===== config.mk =====
export PLATFORM = sky130hd
export DESIGN_NAME = keypad_debounce_pulse
export DESIGN_NICKNAME = d
export VERILOG_FILES = /design/src/rtl/keypad_pkg.sv /design/src/rtl/sync_2ff.sv /design/src/rtl/keypad_debounce_pulse.sv
export SDC_FILE = /design/constraint.sdc
export NUM_CORES = 1
export LEC_CHECK = 0
export ABC_AREA = 1
export CAP_MARGIN = 15
export CORE_MARGIN = 4
export CORE_UTILIZATION = 59
export CTS_CLUSTER_DIAMETER = 80
export DETAILED_ROUTE_END_ITERATION = 10
export PLACE_DENSITY = 0.89
export SYNTH_ARGS = -nofsm -noshare
export SYNTH_HDL_FRONTEND = slang
export SYNTH_SLANG_ARGS = --single-unit

===== constraint.sdc =====
create_clock -name CLK -period 5.5 [get_ports CLK]
set_input_delay 1.1 -clock CLK [delete_from_list [all_inputs] [get_ports CLK]]
set_output_delay 1.1 -clock CLK [all_outputs]
set_load 0.05 [all_outputs]

===== src/rtl/keypad_pkg.sv =====
// Shared types and helpers for the keypad debounce front end.
package keypad_pkg;

    localparam int unsigned N_KEYS_DEF = 10;
    localparam int unsigned KEY_MAX_W  = 32;

    typedef enum logic [1:0] {
        IDLE     = 2'd0,
        DEBOUNCE = 2'd1,
        PRESSED  = 2'd2,
        RELEASE  = 2'd3
    } state_t;

    // Number of set bits in a key vector zero-extended to KEY_MAX_W.
    function automatic int unsigned popcount(input logic [KEY_MAX_W-1:0] v);
        int unsigned n;
        n = 0;
        for (int i = 0; i < KEY_MAX_W; i++) begin
            n += 32'(v[i]);
        end
        return n;
    endfunction

    function automatic logic is_onehot(input logic [KEY_MAX_W-1:0] v);
        return popcount(v) == 1;
    endfunction

endpackage


===== src/rtl/sync_2ff.sv =====
// Two-flop synchroniser for asynchronous level inputs.
module sync_2ff #(
    parameter int unsigned WIDTH = 1
) (
    input  logic             clk,
    input  logic             rst,
    input  logic [WIDTH-1:0] d,
    output logic [WIDTH-1:0] q
);

    logic [WIDTH-1:0] q1;

    always_ff @(posedge clk) begin
        if (rst) begin
            q1 <= '0;
            q  <= '0;
        end else begin
            q1 <= d;
            q  <= q1;
        end
    end

endmodule


===== src/rtl/keypad_debounce_pulse.sv =====
// Keypad front end: synchronise, debounce and emit one one-hot pulse per accepted press.
module keypad_debounce_pulse
    import keypad_pkg::*;
#(
    parameter int unsigned N_KEYS    = N_KEYS_DEF,
    parameter int unsigned DB_CYCLES = 4
) (
    input  logic              CLK,
    input  logic              RST,
    input  logic [N_KEYS-1:0] KeyIn,
    output logic [N_KEYS-1:0] Dec,
    output logic              Busy,
    output logic              MultiErr
);

    localparam int unsigned CNT_W = $clog2(DB_CYCLES) + 1;
    localparam logic [CNT_W-1:0] CNT_LAST = CNT_W'(DB_CYCLES - 1);

    logic [N_KEYS-1:0] q2;
    state_t            state;
    state_t            state_n;
    logic [CNT_W-1:0]  cnt;
    logic [CNT_W-1:0]  cnt_n;
    logic [N_KEYS-1:0] cand;
    logic [N_KEYS-1:0] cand_n;
    logic [N_KEYS-1:0] dec_n;
    logic              multi_err_n;
    logic              one_key;
    logic              many_keys;

    sync_2ff #(
        .WIDTH (N_KEYS)
    ) u_sync (
        .clk (CLK),
        .rst (RST),
        .d   (KeyIn),
        .q   (q2)
    );

    assign one_key   = is_onehot(KEY_MAX_W'(q2));
    assign many_keys = popcount(KEY_MAX_W'(q2)) > 1;

    // State, counter, candidate and registered outputs.
    always_ff @(posedge CLK) begin
        if (RST) begin
            state    <= IDLE;
            cnt      <= '0;
            cand     <= '0;
            Dec      <= '0;
            MultiErr <= 1'b0;
        end else begin
            state    <= state_n;
            cnt      <= cnt_n;
            cand     <= cand_n;
            Dec      <= dec_n;
            MultiErr <= multi_err_n;
        end
    end

    // Next-state and next-output decode; Dec and MultiErr default low every cycle.
    always_comb begin
        state_n     = state;
        cnt_n       = cnt;
        cand_n      = cand;
        dec_n       = '0;
        multi_err_n = 1'b0;
        case (state)
            IDLE: begin
                cnt_n = '0;
                if (one_key) begin
                    cand_n  = q2;
                    cnt_n   = CNT_W'(1);
                    state_n = DEBOUNCE;
                end else if (many_keys) begin
                    multi_err_n = 1'b1;
                end
            end
            DEBOUNCE: begin
                if (q2 != cand) begin
                    cnt_n   = '0;
                    state_n = IDLE;
                end else if (cnt == CNT_LAST) begin
                    dec_n   = cand;
                    state_n = PRESSED;
                end else begin
                    cnt_n = cnt + CNT_W'(1);
                end
            end
            PRESSED: begin
                // Added keys while held are ignored; only an all-clear starts release.
                if (q2 == '0) begin
                    cnt_n   = CNT_W'(1);
                    state_n = RELEASE;
                end
            end
            RELEASE: begin
                if (q2 != '0) begin
                    state_n = PRESSED;
                end else if (cnt == CNT_LAST) begin
                    cnt_n   = '0;
                    state_n = IDLE;
                end else begin
                    cnt_n = cnt + CNT_W'(1);
                end
            end
            default: begin
                cnt_n   = '0;
                state_n = IDLE;
            end
        endcase
    end

    assign Busy = (state != IDLE);

endmodule


==> metrics.md <==
| Metric | Value |
|---|---|
| Status | finished, final reports clean |
| Crit Reg-Reg Endpoint | cand[7] |
| Worst-Margin Slew | between 0.8 and 0.9 ns |
| Core ar. | roughly 3400 um2 |
| Routed Wire Length | around 3800 um |
| Hold Fails Final Rpt | 0 |
| Syn_nets | about 300 |
| CP startpoint kind | flip-flop |
| Final Slew Violations | 0 |
| CTS Buf Count | 5 |
| Dpl cells | about 340 |
| Post-synthesis cell type count | 24 |
| Core Rows | 21 |
| WL/cell | about 11 um |
| Via count | between 1500 and 2000 |
| Die ar. | roughly 4500 um2 |
| H-tree depth | 2 |
| Largest family of logic cells by synthesized area | simple AND/OR/NAND/NOR gates |
| Post-synth EDFFs | 0 |
| Synth warn | 0 |
| Leak | between 1 and 1.5 nW |
| R2R depth | 14 |
| GPL Wtd Cong | roughly 0.9 |
| Post-synthesis compound-gate area fraction | between 7 and 8% |
| Min Tclk post-route | 4.06 ns |
| R2R Setup Slk | 1.44 ns |
| Top cells by area, synth | dfxtp_1, inv_1, nand2_1 |
| RSZ-0062 raised after global routing | no |
| Starting Density | between 60% and 70% |
| F_max | roughly 0.25 GHz |
| Initial antenna violation count | 0 |
| Ports | 24 |
| First-pass GRT wire length | roughly 6600 um |
| GRT Overall Usage | 19.8% |
| Inserted Diodes | 0 |
| Register bit count reported by yosys | between 40 and 50 |
| Post-Synthesis Cells | 274 |
| Hold_buf cts | 0 |
| Maxcap violations | 0 |
| CTS tree | yes |
| HPWL Detailed | ~3000 um |
| Port Buf Inserts | 23 |
| Final worst-path cycle share | between 70% and 80% |
| Synth Area in Simple Gates | 26.3% |
| Mux contribution to synthesized area | 0% |
| Main synth FF type | dfxtp_1 |
| Initial drt markers | 129 |
| Layout Nets | 323 |
| Reg-to-reg startpoint | u_sync.q[9] |
| Clock Sinks | between 40 and 50 |
| Crit-path max FO | 21 |
| Cell Count, Final, Fillers Out | approximately 350 |
| Sequential area share after synthesis | roughly 44% |
| Clock root cell | clkbuf_4 |
| Normalized max-slew margin | 45.0% |
| Fin Clk Skew | 0.0130 ns |
| Multi-input logic area | a little over 900 um2 |
| Power per cell area | between 300 and 400 nW/um2 |
| Min-delay src | u_sync.q1[2] |
| Worst setup EP type | flip-flop |
| Post-synth ARST share | 0% |
| Fillers | 300 |
| Commonest non-fill, non-tap cell in the layout | inv_1 |
| Layout cell share with drive strength beyond 1 | around 8% |
| FF/Latch Area | 921 um2 |
| Hold path endpoint | u_sync.q[2] |
| Pre-antenna DRT Iters | 4 |
| Die width | 67.3 um |
| Most frequent cells in the layout | inv_1, nand2_1, dfxtp_1, nor2_1, clkdlybuf4s50_1 |
| Synth Area in Adders | under 10% |
| Die height | ~67 um |
| Hold path depth | 2 |
| Largest net degree at the start of global routing | 25 |
| Peak supply drop | around 0.26 mV |
| Hold Path Class | reg -> reg |
| Final setup fails | 0 |
| Arrival time at the worst endpoint | ~4.3 ns |
| Gr ovfl total | 0 |
| Cell taking the most area after synthesis | dfxtp_1 |
| Clock-pin slew on the worst setup and hold paths | roughly 0.12 ns |
| Avg Inst Size Synth | about 7.6 um2 |
| Setup TNS | 0 ns |
| Vias in the first global route | between 1500 and 2000 |
| Via density | a little under 5 |
| Final ANT Viol Nets | 0 |
| DRC | 0 |
| Synthesized cell area | between 2000 and 2500 um2 |
| Xor and xnor area share after synthesis | less than 1% |
| Post-CTS setup buffers | 0 |
| Worst skew pair latency | 0.36 ns |
| Worst Path Required | approximately 5.7 ns |
| Setup Crit Path Kind | reg -> reg |
| Resized Gates After CTS | 0 |
| Clock Path Buffers | 2 |
| Top cell type's share of synthesized area | ~44% |
| Area Growth Syn to Fin | 16.1% |
[flip-flops by register name, indices dropped and copies added, names as in the netlist]
signal	count
u_sync.q1	10
Dec	10
u_sync.q	10
cand	10
state	2
cnt	3
MultiErr	1
[worst max path at each step]
| stage | start | endpoint | slack (ns) | cells after the start |
|---|---|---|---|---|
| floorplan | u_sync.q[0] | cand[0] | 2.23 | 15 |
| detailed placement | u_sync.q[0] | cand[7] | 1.52 | 14 |
| global route | u_sync.q[0] | cand[7] | 1.09 | 14 |
| finish | u_sync.q[9] | cand[7] | 1.44 | 14 |
| CTS | u_sync.q[0] | cand[7] | 1.47 | 14 |
| global placement | u_sync.q[0] | cand[7] | 1.64 | 14 |
[layer usage]
| layer | up-vias | share of wire (%) | global-route usage [%] |
|---|---|---|---|
| li1 | 874 | - | - |
| met1 | 752 | 43 | 23.1 |
| met2 | 52 | 48 | 32.8 |
| met3 | 14 | 6.2 | 5.49 |
| met4 | 0 | 3.1 | 10.6 |
| met5 | - | 0 | 0 |
[worst max-delay path, cell delays in order (launching register included)]
cell	delay, ns
dfxtp_1	0.45
fa_1	0.47
fa_1	0.49
inv_1	0.05
fa_1	0.43
inv_1	0.08
ha_1	0.17
inv_1	0.06
fa_1	0.36
inv_1	0.08
nand4_1	0.09
o21ai_0	0.14
nand3_1	0.57
o21ai_0	0.44
a21oi_1	0.06
[synthesized netlist by cell type, types with 3 or more instances]
master	n
dfxtp_1	46
nand3_2	3
ha_1	6
nor2_1	43
o21ai_0	12
inv_2	4
nor2_4	3
nand2_1	48
a21oi_1	13
inv_1	56
clkbuf_1	5
nand3_1	14
fa_1	6
[metrics by stage]
step / total power, W / instance area, um2 / setup WS [ns] / util, % / hold WS, ns
6_report: 0.000925 / 2400 / 1.44 / 71.5 / 0.411
5_1_grt: 0.000994 / 2400 / 1.09 / 71.5 / 0.422
4_1_cts: 0.000928 / 2400 / 1.47 / 71.5 / 0.413
3_5_place_dp: 0.000763 / 2340 / 1.52 / 69.6 / 0.395
3_3_place_gp: 0.000754 / 2340 / 1.64 / 69.6 / 0.389
2_1_floorplan: 0.000687 / 2070 / 2.23 / - / 0.388
[power breakdown]
part	internal, W	total, W	switching [W]
Combinational	0.000120	0.000343	0.000222
Clock	0.0000615	0.000165	0.000104
Sequential	0.000380	0.000417	0.0000376
[area by class of cell]
| cell class | instances | area share, % |
|---|---|---|
| well taps | 46 | 2.39 |
| flip-flops and latches | 46 | 38.3 |
| multi-input cells | 163 | 37.7 |
| clock buffers | 6 | 2.13 |
| inverters | 60 | 9.37 |
| repair buffers | 23 | 9.57 |
| clock inverters | 2 | 0.520 |
[cells by family (layout without fill, tap and decap cells)]
group	count (synthesis)	count (layout)
adders and majority gates	12	12
xor gates and xnor gates	2	2
and+or+nand+nor	121	121
buffers and inverters	65	91
DFF	46	46
AOI/OAI and AO/OA	28	28
Power figures use the tool's default switching activity.
